===== src/rtl/pipe_ctrl_regs.sv =====
// Control-side stage registers of the 5-stage pipeline.
// Carries the ID instruction and its decoded control bundle through EXE, MEM
// and WB. Returns valid flags and hazard/forwarding feedback to the controller.
// Every stage follows the same rule: a reset clears it to a bubble, otherwise
// an enable loads it from upstream, otherwise it holds its contents.
module pipe_ctrl_regs #(
   parameter logic [2:0] PC_NEXT      = 3'd0,
   parameter logic [1:0] WB_ADDR_RD   = 2'd0,
   parameter logic [1:0] WB_ADDR_RT   = 2'd1,
   parameter logic [1:0] WB_ADDR_LINK = 2'd2,
   parameter logic [4:0] GPR_RA       = 5'd31
) (
   input  logic        clk,
   input  logic        rst,
   input  logic [31:0] inst_if,
   output logic [31:0] inst_id,
   input  logic [2:0]  pc_src,
   input  logic [1:0]  wb_addr_src,
   input  logic        wb_wen,
   input  logic        mem_ren,
   input  logic        mem_wen,
   input  logic        if_rst,
   input  logic        id_rst,
   input  logic        exe_rst,
   input  logic        mem_rst,
   input  logic        wb_rst,
   input  logic        if_en,
   input  logic        id_en,
   input  logic        exe_en,
   input  logic        mem_en,
   input  logic        wb_en,
   output logic        if_valid,
   output logic        id_valid,
   output logic        exe_valid,
   output logic        mem_valid,
   output logic        wb_valid,
   output logic        is_branch_exe,
   output logic        is_branch_mem,
   output logic [4:0]  regw_addr_exe,
   output logic [4:0]  regw_addr_mem,
   output logic [4:0]  regw_addr_wb,
   output logic        wb_wen_exe,
   output logic        wb_wen_mem,
   output logic        wb_wen_wb,
   output logic        mem_ren_mem,
   output logic        mem_wen_mem,
   output logic [4:0]  addr_rs_exe,
   output logic [4:0]  addr_rt_exe
);

   // IF stage
   logic        if_valid_reg;
   // ID stage
   logic        id_valid_reg;
   logic [31:0] inst_id_reg;
   // EXE stage
   logic        exe_valid_reg;
   logic [4:0]  regw_addr_exe_reg;
   logic        is_branch_exe_reg;
   logic        wb_wen_exe_reg;
   logic        mem_ren_exe_reg;
   logic        mem_wen_exe_reg;
   logic [4:0]  addr_rs_exe_reg;
   logic [4:0]  addr_rt_exe_reg;
   // MEM stage
   logic        mem_valid_reg;
   logic [4:0]  regw_addr_mem_reg;
   logic        is_branch_mem_reg;
   logic        wb_wen_mem_reg;
   logic        mem_ren_mem_reg;
   logic        mem_wen_mem_reg;
   // WB stage
   logic        wb_valid_reg;
   logic [4:0]  regw_addr_wb_reg;
   logic        wb_wen_wb_reg;

   // Destination register selected by the ID decode; unused code 3 maps to $0
   logic [4:0]  regw_addr_next;

   // Decode the write-address source of the instruction sitting in ID
   always_comb begin
      regw_addr_next = 5'd0;
      if (wb_addr_src == WB_ADDR_RD)
         regw_addr_next = inst_id_reg[15:11];
      else if (wb_addr_src == WB_ADDR_RT)
         regw_addr_next = inst_id_reg[20:16];
      else if (wb_addr_src == WB_ADDR_LINK)
         regw_addr_next = GPR_RA;
   end

   // IF stage: only tracks whether fetch is producing a real instruction
   always_ff @(posedge clk) begin
      if (rst || if_rst)
         if_valid_reg <= 1'b0;
      else if (if_en)
         if_valid_reg <= 1'b1;
   end

   // ID stage: latches the fetched instruction
   always_ff @(posedge clk) begin
      if (rst || id_rst) begin
         id_valid_reg <= 1'b0;
         inst_id_reg  <= 32'h0;
      end else if (id_en) begin
         id_valid_reg <= if_valid_reg;
         inst_id_reg  <= inst_if;
      end
   end

   // EXE stage: captures the controller's decode of the ID instruction
   always_ff @(posedge clk) begin
      if (rst || exe_rst) begin
         exe_valid_reg     <= 1'b0;
         regw_addr_exe_reg <= 5'd0;
         is_branch_exe_reg <= 1'b0;
         wb_wen_exe_reg    <= 1'b0;
         mem_ren_exe_reg   <= 1'b0;
         mem_wen_exe_reg   <= 1'b0;
         addr_rs_exe_reg   <= 5'd0;
         addr_rt_exe_reg   <= 5'd0;
      end else if (exe_en) begin
         exe_valid_reg     <= id_valid_reg;
         regw_addr_exe_reg <= regw_addr_next;
         is_branch_exe_reg <= (pc_src != PC_NEXT);
         wb_wen_exe_reg    <= wb_wen;
         mem_ren_exe_reg   <= mem_ren;
         mem_wen_exe_reg   <= mem_wen;
         addr_rs_exe_reg   <= inst_id_reg[25:21];
         addr_rt_exe_reg   <= inst_id_reg[20:16];
      end
   end

   // MEM stage: forwards the EXE control bundle
   always_ff @(posedge clk) begin
      if (rst || mem_rst) begin
         mem_valid_reg     <= 1'b0;
         regw_addr_mem_reg <= 5'd0;
         is_branch_mem_reg <= 1'b0;
         wb_wen_mem_reg    <= 1'b0;
         mem_ren_mem_reg   <= 1'b0;
         mem_wen_mem_reg   <= 1'b0;
      end else if (mem_en) begin
         mem_valid_reg     <= exe_valid_reg;
         regw_addr_mem_reg <= regw_addr_exe_reg;
         is_branch_mem_reg <= is_branch_exe_reg;
         wb_wen_mem_reg    <= wb_wen_exe_reg;
         mem_ren_mem_reg   <= mem_ren_exe_reg;
         mem_wen_mem_reg   <= mem_wen_exe_reg;
      end
   end

   // WB stage: only the register write-back information is still needed
   always_ff @(posedge clk) begin
      if (rst || wb_rst) begin
         wb_valid_reg     <= 1'b0;
         regw_addr_wb_reg <= 5'd0;
         wb_wen_wb_reg    <= 1'b0;
      end else if (wb_en) begin
         wb_valid_reg     <= mem_valid_reg;
         regw_addr_wb_reg <= regw_addr_mem_reg;
         wb_wen_wb_reg    <= wb_wen_mem_reg;
      end
   end

   // Flags are qualified by stage valid so bubbles never look like hazards;
   // addresses are passed through raw and the controller filters them.
   assign if_valid      = if_valid_reg;
   assign id_valid      = id_valid_reg;
   assign exe_valid     = exe_valid_reg;
   assign mem_valid     = mem_valid_reg;
   assign wb_valid      = wb_valid_reg;
   assign inst_id       = inst_id_reg;
   assign is_branch_exe = exe_valid_reg & is_branch_exe_reg;
   assign is_branch_mem = mem_valid_reg & is_branch_mem_reg;
   assign wb_wen_exe    = exe_valid_reg & wb_wen_exe_reg;
   assign wb_wen_mem    = mem_valid_reg & wb_wen_mem_reg;
   assign wb_wen_wb     = wb_valid_reg & wb_wen_wb_reg;
   assign mem_ren_mem   = mem_valid_reg & mem_ren_mem_reg;
   assign mem_wen_mem   = mem_valid_reg & mem_wen_mem_reg;
   assign regw_addr_exe = regw_addr_exe_reg;
   assign regw_addr_mem = regw_addr_mem_reg;
   assign regw_addr_wb  = regw_addr_wb_reg;
   assign addr_rs_exe   = addr_rs_exe_reg;
   assign addr_rt_exe   = addr_rt_exe_reg;

endmodule

===== config.mk =====
export PLATFORM = sky130hd
export DESIGN_NAME = pipe_ctrl_regs
export DESIGN_NICKNAME = d
export VERILOG_FILES = /design/src/rtl/pipe_ctrl_regs.sv
export SDC_FILE = /design/constraint.sdc
export NUM_CORES = 1
export LEC_CHECK = 0
export ABC_AREA = 1
export BUFFER_PORTS_ARGS = -buffer_cell sky130_fd_sc_hd__buf_2
export CORE_MARGIN = 3
export CORE_UTILIZATION = 50
export CTS_CLUSTER_SIZE = 25
export DETAILED_ROUTE_END_ITERATION = 6
export PLACE_DENSITY = 0.81
export SETUP_SLACK_MARGIN = 0.3
export SYNTH_ARGS = -nofsm -noshare
export SYNTH_HDL_FRONTEND = slang
export SYNTH_SLANG_ARGS = --single-unit

===== constraint.sdc =====
create_clock -name clk -period 2 [get_ports clk]
set_input_delay 0 -clock clk [delete_from_list [all_inputs] [get_ports clk]]
set_output_delay 0 -clock clk [all_outputs]
set_load 0.02 [all_outputs]

==> impl_metrics.tcl, run 1 <==
set metrics [dict create \
    yosysWarningCount 0 \
    vias 2788 \
    clkPwrFrac_pct 36.2 \
    drive_gt1_share_pct 28.2 \
    power.total_uw 2800 \
    cp.required_ps 2220 \
    fin_crit_ps 1270 \
    yosysSeqAreaShare_pct 54.1 \
    cts_root_buf "clkbuf_8" \
    cp_data_arrival_time_ps 1490 \
    synth.most_common_cell "nand2_1" \
    initial_core_util_pct 53.5 \
    io_buffers 120 \
    num-nets-final 551 \
    synth_top_flop_cell "dfxtp_1" \
    placed_cells 515 \
    drt_iter0_drc 191 \
    cts_buffers 9 \
    n_antenna_cell 0 \
    power_density_nw_per_um2 741 \
    grt_overflow 0 \
    synth.area.top_cells "dfxtp_1, nand2_1, a21oi_1" \
    synth_nets 398 \
    syn_avg_cell_area_um2 7.59 \
    dpl.hpwl_mm 4.66 \
    cap_violations 0 \
    track_usage_pct 26.9 \
    multi_input_area_um2 1010 \
    nFillCells 372 \
    syn_area_um2 2630 \
    row_count 25 \
    dr.pass1.iters 6 \
    grt_pass1_vias 2812 \
    clock_latency_ps 330 \
    ys_ff_latch 71 \
    p_int_uw 2100 \
    clk_pin_slew_ps 70 \
    die-area_um2 6160 \
    gp_congestion 0.779 \
    seqCellArea_um2 1420 \
    setup_viol_count_final 0 \
    final_cell_count_no_fill 571 \
    synth.largest_area_cell "dfxtp_1" \
    hold_path.class "in2reg" \
    htreeDepth 3 \
    p_switching_uw 705 \
    async_flop_share_pct 0 \
    avgViaCountPerCell 4.88 \
    fin_crit_sh_pct 63.4 \
    core_um2 4910 \
    hold_viol_final 0 \
    ys_types 18 \
    worst_pin_slew_ps 1140 \
    cts_setup_buffers 0 \
    cts_buffer_depth 2 \
    setup.worst_path.end_class "register" \
    critical_path_peak_fanout 22 \
    relSlewSlack_pct 23.7 \
    status "completed" \
    largest_reg_flops 32 \
    seq_power_share_pct 52.4 \
    drc 0 \
    yosysTopAreaCellShare_pct 54.1 \
    power_frac_comb_pct 11.4 \
    rsz0062_at_grt "no" \
    die_w_um 78.5 \
    startpoint_type "input port" \
    p_leak_uw 0.00179 \
    antenna_found_initial 0 \
    path_class "in2reg" \
    ant_nets 0 \
    io_pins 121 \
    synth_edf_count 0 \
    tritoncts "yes" \
    ir_worst_vdd_v 0.000523 \
    final.setup.tns_ps 0 \
    finalMaxSlewViolations 0 \
    die_y_um 78.5 \
    area_delta_synth_final_pct 43.9 \
    wl_per_cell_um 13.8 \
    skew_ps 5.94 \
    routed_wl_mm 7.87 \
    syn-instance-count 346 \
    grt_max_degree 39 \
    fmax_mhz 789 \
    sw_frac_of_total_pct 25.2 \
    grt_pass1_wl_mm 13.0 \
    clock_sinks 71 \
    synth_common_cells "nand2_1, dfxtp_1, a21oi_1" \
]
==> kinds of logic after synthesis <==
group,synth area share [%]
AO/OA/AOI/OAI,14.4
buffers and inverters,7.38
AND/OR/NAND/NOR,24.1
flip-flops,54.1
==> through the flow <==
| step | hold slack (ps) | setup WS (ps) | cell area, µm² | util (%) |
|---|---|---|---|---|
| global placement | 169 | 749 | 3200 | 65.2 |
| detailed placement | 164 | 716 | 3200 | 65.2 |
| floorplan | 76.8 | 1180 | 2630 | - |
| CTS | 3.52 | 337 | 3790 | 77.2 |
| finish | 6.03 | 732 | 3780 | 77.0 |
| global route | 19.6 | 562 | 3780 | 77.0 |
==> path summary, 6_finish.rpt <==
kind / startpoint / endpoint / slack, ps / depth (start not counted)
max: exe_en / is_branch_exe_reg / 730 / 5
min: wb_rst / wb_valid / 6 / 3
max reg2reg: if_valid / if_valid / 750 / 3
min reg2reg: regw_addr_wb[3] / regw_addr_wb[3] / 460 / 2
==> power by group through the flow <==
stage	Combinational, µW	Sequential, µW	Clock, µW
after floorplan	123	1530	0
after global placement	244	1500	0
after detailed placement	247	1500	0
after CTS	309	1470	1020
after global routing	349	1470	1090
final	320	1470	1010
==> area by class of cell <==
| type | count | share of cell area [%] |
|---|---|---|
| Sequential cell | 71 | 37.6 |
| Timing Repair Buffer | 162 | 26.9 |
| Multi-Input combinational cell | 236 | 26.8 |
| Clock buffer | 12 | 4.10 |
| Tap cell | 67 | 2.22 |
| Inverter | 19 | 1.89 |
| Clock inverter | 4 | 0.530 |
==> layer usage <==
layer / vias up / global-route usage, % / share of wire [%]
met1: 1231 / 30.6 / 41
met4: 0 / 12.9 / 2.2
li1: 1394 / - / -
met2: 146 / 47.3 / 49
met3: 17 / 6.19 / 8.2
met5: - / 0 / 0
==> worst max-delay path: stages <==
cell and delay (ps):
buf_2 320, inv_1 370, nor2_1 170, a21oi_1 70, dlygate4sd3_1 550
==> repair_timing <==
| action | 4_1_cts | 5_1_grt |
|---|---|---|
| endpoints found under the hold margin | 44 | 0 |
| hold buffers | 41 | 0 |
| gates resized for setup | 0 | 0 |
| setup endpoints to repair | 0 | 1 |
==> cells in the final DEF (no fill, tap or decap), types with 2 or more instances in the layout <==
cell type	Yosys	layout
a211oi_2	2	2
nor2_1	10	10
dlygate4sd3_1	0	40
nand2_1	146	146
clkinv_2	0	4
buf_4	1	2
buf_2	11	120
or2_2	2	2
a211oi_1	3	3
dfxtp_1	71	71
a21oi_1	65	65
nand3_1	5	5
clkbuf_8	0	11
inv_1	17	17
Power figures use the tool's default switching activity.
==> inputs of run 2 (changes only) <==
Settings changed: CORE_UTILIZATION 50 to 46, PLACE_DENSITY 0.81 to 0.75.
Clock period 2 ns to 1.2 ns, I/O delays scaled along.
==> run 2 against run 1 <==
Net effect:
- sequential share of layout area shrank 1.8 points
- die area grew 8.0%
- register-to-register slack lost 370 ps
- via count grew 1.0%
- hold slack gained 5.2 ps
- non-clock buffer count grew 9
- design area grew 6.9%
- critical endpoint is now is_branch_mem
- largest power group unchanged
- highest routed layer unchanged
==> impl_metrics.tcl, run 2 (synthesized netlist as in run 1, its figures left out) <==
set metrics [dict create \
    status "completed" \
    final.setup.tns_ps 0 \
    skew_ps 9.93 \
    antenna_found_initial 0 \
    dr.pass1.iters 4 \
    io_pins 121 \
    cp_cell_sequence "nand2_2 > inv_2 > buf_6" \
    hold_path.class "in2reg" \
    clock_sinks 71 \
    rsz0062_at_grt "yes" \
    cap_violations 0 \
    cp_data_arrival_time_ps 950 \
    finalMaxSlewViolations 0 \
    ant_nets 0 \
    dpl.hpwl_mm 4.78 \
    core_um2 5300 \
    cp_slowest_cell "dfxtp_4" \
    startpoint_type "register" \
    placed_area_um2 3230 \
    cts_buffers 9 \
    drive_gt1_share_pct 33.5 \
    grt_max_degree 34 \
    clk_pin_slew_ps 70 \
    hold_viol_final 0 \
    p_leak_uw 0.00184 \
    io_buffers 120 \
    crit_buf_inv 2 \
    gp_congestion 0.768 \
    fin_crit_ps 955 \
    grt_pass1_wl_mm 12.5 \
    clock_latency_ps 340 \
    tritoncts "yes" \
    critical_path_peak_fanout 7 \
    track_usage_pct 24.3 \
    cp.required_ps 1200 \
    power_density_nw_per_um2 1250 \
    row_count 26 \
    die_y_um 81.6 \
    nFillCells 384 \
    drc 0 \
    wl_per_cell_um 13.5 \
    die-area_um2 6650 \
    fin_crit_sh_pct 79.6 \
    ir_worst_vdd_v 0.00106 \
    die_w_um 81.6 \
    avgViaCountPerCell 4.83 \
    grt_pass1_vias 2736 \
    grt_overflow 0 \
    routed_wl_mm 7.85 \
    worst_pin_slew_ps 570 \
    htreeDepth 3 \
    critical-path-top-delay-family "flip-flops" \
    fmax_mhz 1050 \
    area_delta_synth_final_pct 53.8 \
    path_class "reg2out" \
    initial_core_util_pct 49.6 \
    num-nets-final 560 \
    stdcell_area_um2 4040 \
    final_common_cell "nand2_1" \
    largest_reg_flops 32 \
    cts_buffer_depth 2 \
    relSlewSlack_pct 62.0 \
    cts_root_buf "clkbuf_8" \
    n_antenna_cell 0 \
    final_cell_mix "nand2_1, buf_2, a21oi_1" \
    vias 2817 \
    power.total_uw 5030 \
    setup_viol_count_final 0 \
    setup.worst_path.end_class "output port" \
    drt_iter0_drc 143 \
    max_stage_delay_ps 400 \
]
==> run 2: cell types whose count changed in the layout (fill, tap and decap cells not counted), moves of 3 or more <==
cell / previous run / this run
dfxtp_1: 71 / 55
inv_1: 17 / 12
buf_2: 120 / 89
buf_6: 0 / 7
dlygate4sd3_1: 40 / 44
dfxtp_2: 0 / 14
nand2_1: 146 / 143
nand2_2: 0 / 3
buf_4: 2 / 31
inv_2: 1 / 5
==> run 2: worst register-to-register path, cell delays in order (launching register included) <==
cell and delay (ps):
dfxtp_2 340, buf_4 120, buf_4 120, nand2_1 60, a21oi_1 70
==> run 2: metrics by stage <==
stage / hold WS (ps) / utilization (%) / setup slack (ps) / cells
after global placement: 163 / 60.9 / 331 / 521
after global routing: 23.5 / 76.2 / 213 / 583
after floorplan: 76.8 / - / 385 / 346
after CTS: 3.59 / 74.8 / 248 / 582
final: 11.2 / 76.2 / 245 / 583
after detailed placement: 165 / 60.9 / 271 / 521
==> run 2: cell type report <==
class                   count  area [µm²]  share of cell area [%]
well taps                  70        87.6                    2.17
flip-flops and latches     71        1450                    35.8
inverters                  19        73.8                    1.83
multi-input cells         236        1020                    25.3
clock inverters             6        85.1                    2.11
clock buffers              10         128                    3.16
repair buffers            171        1200                    29.6
==> run 2: report_power, final <==
group	switching [µW]	internal [µW]	leakage (µW)	total (µW)
Clock	867	1160	0.000102	2030
Sequential	38.3	2410	0.000584	2450
Combinational	297	260	0.00115	557
==> run 2: repair_timing <==
action | in CTS | in global routing
gates resized for setup | 32 | 34
hold buffers | 44 | 0
endpoints found under the setup margin | 18 | 47
setup buffers | 1 | 1
pin swaps | 3 | 2
endpoints found under the hold margin | 45 | 0
==> run 2: worst paths after layout <==
path | slack, ps | endpoint | start | depth (start not counted)
min | 10 | wb_wen_wb_reg | wb_rst | 3
max reg2reg | 380 | exe_valid | exe_valid | 4
min reg2reg | 460 | regw_addr_wb[0] | regw_addr_wb[0] | 2
max | 250 | is_branch_mem | mem_valid | 3
==> run 2: metal layers <==
metal,GRT usage (%),wire [µm],up-vias
met5,0,0,-
met4,11.0,170,0
met3,6.03,599,17
met2,42.6,3920,108
met1,27.7,3170,1272
li1,-,-,1420
==> inputs of run 3 (changes only) <==
Clock period 1.2 ns to 0.9 ns, I/O delays scaled along.
==> run 3 against run 2 <==
Net effect:
- the run now fails in 5_1_grt
- synthesized cell count stayed put
- synthesized area stayed put
==> impl_metrics.tcl, run 3 <==
set metrics [dict create \
    htreeDepth 3 \
    clock_sinks 71 \
    synth_nets 398 \
    synth_compound_area_share_pct 14.4 \
    gp_congestion 0.814 \
    synth_common_cells "nand2_1, dfxtp_1, a21oi_1" \
    die_w_um 81.6 \
    cts_buffers 9 \
    synth_top_family_by_area "simple AND/OR/NAND/NOR gates" \
    ys_types 18 \
    initial_core_util_pct 49.6 \
    synth_edf_count 0 \
    io_buffers 120 \
    worst-ep-kind "top-level output" \
    synth.most_common_cell "nand2_1" \
    status "aborted with a tool error" \
    haltStage "5_1_grt" \
    die_y_um 81.6 \
    ys_ff_latch 71 \
    placed_cells 527 \
    grt-worst-endpoint "wb_wen_mem" \
    synth_top_flop_cell "dfxtp_1" \
    synth-adder-area-share_pct 0 \
    yosysSeqAreaShare_pct 54.1 \
    cts_root_buf "clkbuf_8" \
    synth.area.top_cells "dfxtp_1, nand2_1, a21oi_1" \
    row_count 26 \
    synth.largest_area_cell "dfxtp_1" \
    syn_avg_cell_area_um2 7.59 \
    cts_buffer_depth 2 \
    async_flop_share_pct 0 \
    syn_area_um2 2630 \
    synth_mux_area_share_pct 0 \
    yosysWarningCount 0 \
    syn-instance-count 346 \
    firstError "[ERROR DPL-0038] Utilization greater than 100%, impossible to legalize" \
    yosysTopAreaCellShare_pct 54.1 \
    grt_max_degree 21 \
    io_pins 121 \
    synth_xor_area_share_pct 0 \
    synth-simple-area-share_pct 24.1 \
    dpl.hpwl_mm 5.18 \
]
run 3: cell counts after synthesis:
No cell type changed its count.
run 3: metrics by stage:
step	setup slack [ps]	instance area, µm²	utilization (%)	hold WS [ps]	setup TNS, ps
after floorplan	197	2910	-	67.1	0
after global placement	45.9	3580	67.5	157	0
after detailed placement	25.3	3580	67.5	155	0
after CTS	-56.5	5020	94.7	-135	-273
run 3: kinds of logic after synthesis:
logic type	Yosys count
flops	71
buf+inv	39
compound gates	71
simple gates	165
run 3: repair_timing:
item,CTS
hold endpoints to repair,43
gates cloned,0
pin swaps,29
setup endpoints to repair,110
gates resized for setup,236
hold buffers,38
buffers inserted,22
==> inputs of run 4 (changes only) <==
Settings changed: CORE_UTILIZATION 46 to 35, CTS_CLUSTER_SIZE 25 to default, PLACE_DENSITY 0.75 to default, PLACE_DENSITY_LB_ADDON from default to 0.15, SETUP_SLACK_MARGIN 0.3 to default.
==> run 4 against run 3 <==
Net effect:
- the flow now finishes, with violations (negative hold slack, negative setup slack)
==> impl_metrics.tcl, run 4 (synthesized netlist as in run 1, its figures left out) <==
set metrics [dict create \
    drive_gt1_share_pct 36.4 \
    antenna_found_initial 0 \
    drc 0 \
    power_frac_comb_pct 11.0 \
    cp.required_ps 900 \
    fin_crit_sh_pct 105 \
    setup_ws_ps -47.6 \
    hold_viol_final 1 \
    power_density_nw_per_um2 1660 \
    p_leak_uw 0.00190 \
    maxUsedRoutingLayer "met4" \
    startpoint_type "register" \
    die-area_um2 8580 \
    dpl.hpwl_mm 5.31 \
    finalMaxSlewViolations 0 \
    placed_cells 552 \
    cap_violations 0 \
    io_buffers 120 \
    area_delta_synth_final_pct 59.0 \
    critical-path-top-delay-family "flip-flops" \
    clkPwrFrac_pct 41.9 \
    relSlewSlack_pct 77.9 \
    grt_pass1_vias 2682 \
    ant_nets 0 \
    clk_pin_slew_ps 70 \
    cts_buffer_depth 2 \
    routed_wl_mm 7.96 \
    htreeDepth 3 \
    final_cell_count_no_fill 615 \
    setup.worst_path.end_class "output port" \
    initial_core_util_pct 37.4 \
    seq_power_share_pct 47.0 \
    holdWs_ps -11.5 \
    fin_crit_ps 948 \
    violations "negative hold slack, negative setup slack" \
    final_cell_mix "nand2_1, buf_2, a21oi_1" \
    p_switching_uw 1640 \
    sw_frac_of_total_pct 23.7 \
    grt_pass1_wl_mm 12.7 \
    drt_iter0_drc 80 \
    avgViaCountPerCell 4.47 \
    row_count 30 \
    power.total_uw 6930 \
    cp_slowest_cell "dfxtp_4" \
    fmax_mhz 1060 \
    io_pins 121 \
    hold_path.class "in2reg" \
    status "finished with violations" \
    crit_buf_inv 2 \
    critical_path_peak_fanout 7 \
    worst_pin_slew_ps 331 \
    final_common_cell "nand2_1" \
    tritoncts "yes" \
    die_w_um 92.6 \
    wl_per_cell_um 12.9 \
    drt-met1-wl_mm 3.51 \
    gp_congestion 0.769 \
    met2_length_mm 3.83 \
    skew_ps 7.62 \
    grt_overflow 0 \
    setup_viol_count_final 7 \
    p_int_uw 5290 \
    grt_max_degree 34 \
    core_um2 7020 \
    die_y_um 92.6 \
    rsz0062_at_grt "yes" \
    cts_buffers 9 \
    cp_cell_sequence "nand2_2 > inv_2 > buf_6" \
    path_class "reg2out" \
    cp_data_arrival_time_ps 950 \
    num-nets-final 566 \
    max_stage_delay_ps 400 \
    clock_sinks 71 \
    ir_worst_vdd_v 0.000730 \
    vias 2750 \
    largest_reg_flops 32 \
    utilization_pct 59.5 \
    wl_met3_um 493 \
    track_usage_pct 18.6 \
    dr.pass1.iters 4 \
    clock_latency_ps 340 \
    n_antenna_cell 0 \
    cts_root_buf "clkbuf_8" \
]
[run 4: cell type report]
cell class	count	area, µm²
clock inverter	5	80.1
tap	96	120
sequential	71	1460
timing repair buffer	177	1270
clock buffer	11	151
multi-input combinational	236	1020
fill	634	2840
inverter	19	71.3
[run 4: power groups by stage]
stage | logic (µW) | clock network, µW | registers [µW]
6_report | 766 | 2900 | 3260
5_1_grt | 839 | 3140 | 3270
4_1_cts | 761 | 2970 | 3260
3_5_place_dp | 604 | 0 | 3330
3_3_place_gp | 604 | 0 | 3330
2_1_floorplan | 273 | 0 | 3400
[run 4: what timing repair did]
action / 4_1_cts / 5_1_grt
pin swaps: 3 / 3
hold buffers: 43 / 0
setup endpoints to repair: 25 / 28
hold endpoints to repair: 44 / 0
gates resized for setup: 47 / 30
setup buffers: 3 / 2
[run 4: per-layer routing]
metal	global-route usage (%)	vias up
li1	-	1426
met1	22.5	1233
met2	31.7	81
met3	4.55	10
met4	7.69	0
met5	0	-
[run 4: worst paths after layout]
| path | start | endpoint | slack, ps | cells after the start |
|---|---|---|---|---|
| max reg2reg | inst_id[19] | regw_addr_exe[3] | 60 | 5 |
| max | mem_valid | wb_wen_mem | -50 | 3 |
| min | exe_rst | is_branch_exe_reg | -10 | 4 |
| min reg2reg | regw_addr_wb[4] | regw_addr_wb[4] | 460 | 2 |
[run 4: worst min-delay path: stages]
cell and delay (ps):
buf_2 90, nor2_1 60, o21ai_0 80, a21oi_1 50
[run 4: per-stage QoR]
stage               setup slack [ps]  hold WS [ps]  TNS (ps)  area [µm²]
global placement                74.9           170         0        3330
CTS                            -61.8         -13.1      -308        4110
global route                   -99.1          16.8      -609        4180
detailed placement              92.9           170         0        3330
finish                         -47.6         -11.5      -228        4180
floorplan                       85.0          76.8         0        2630
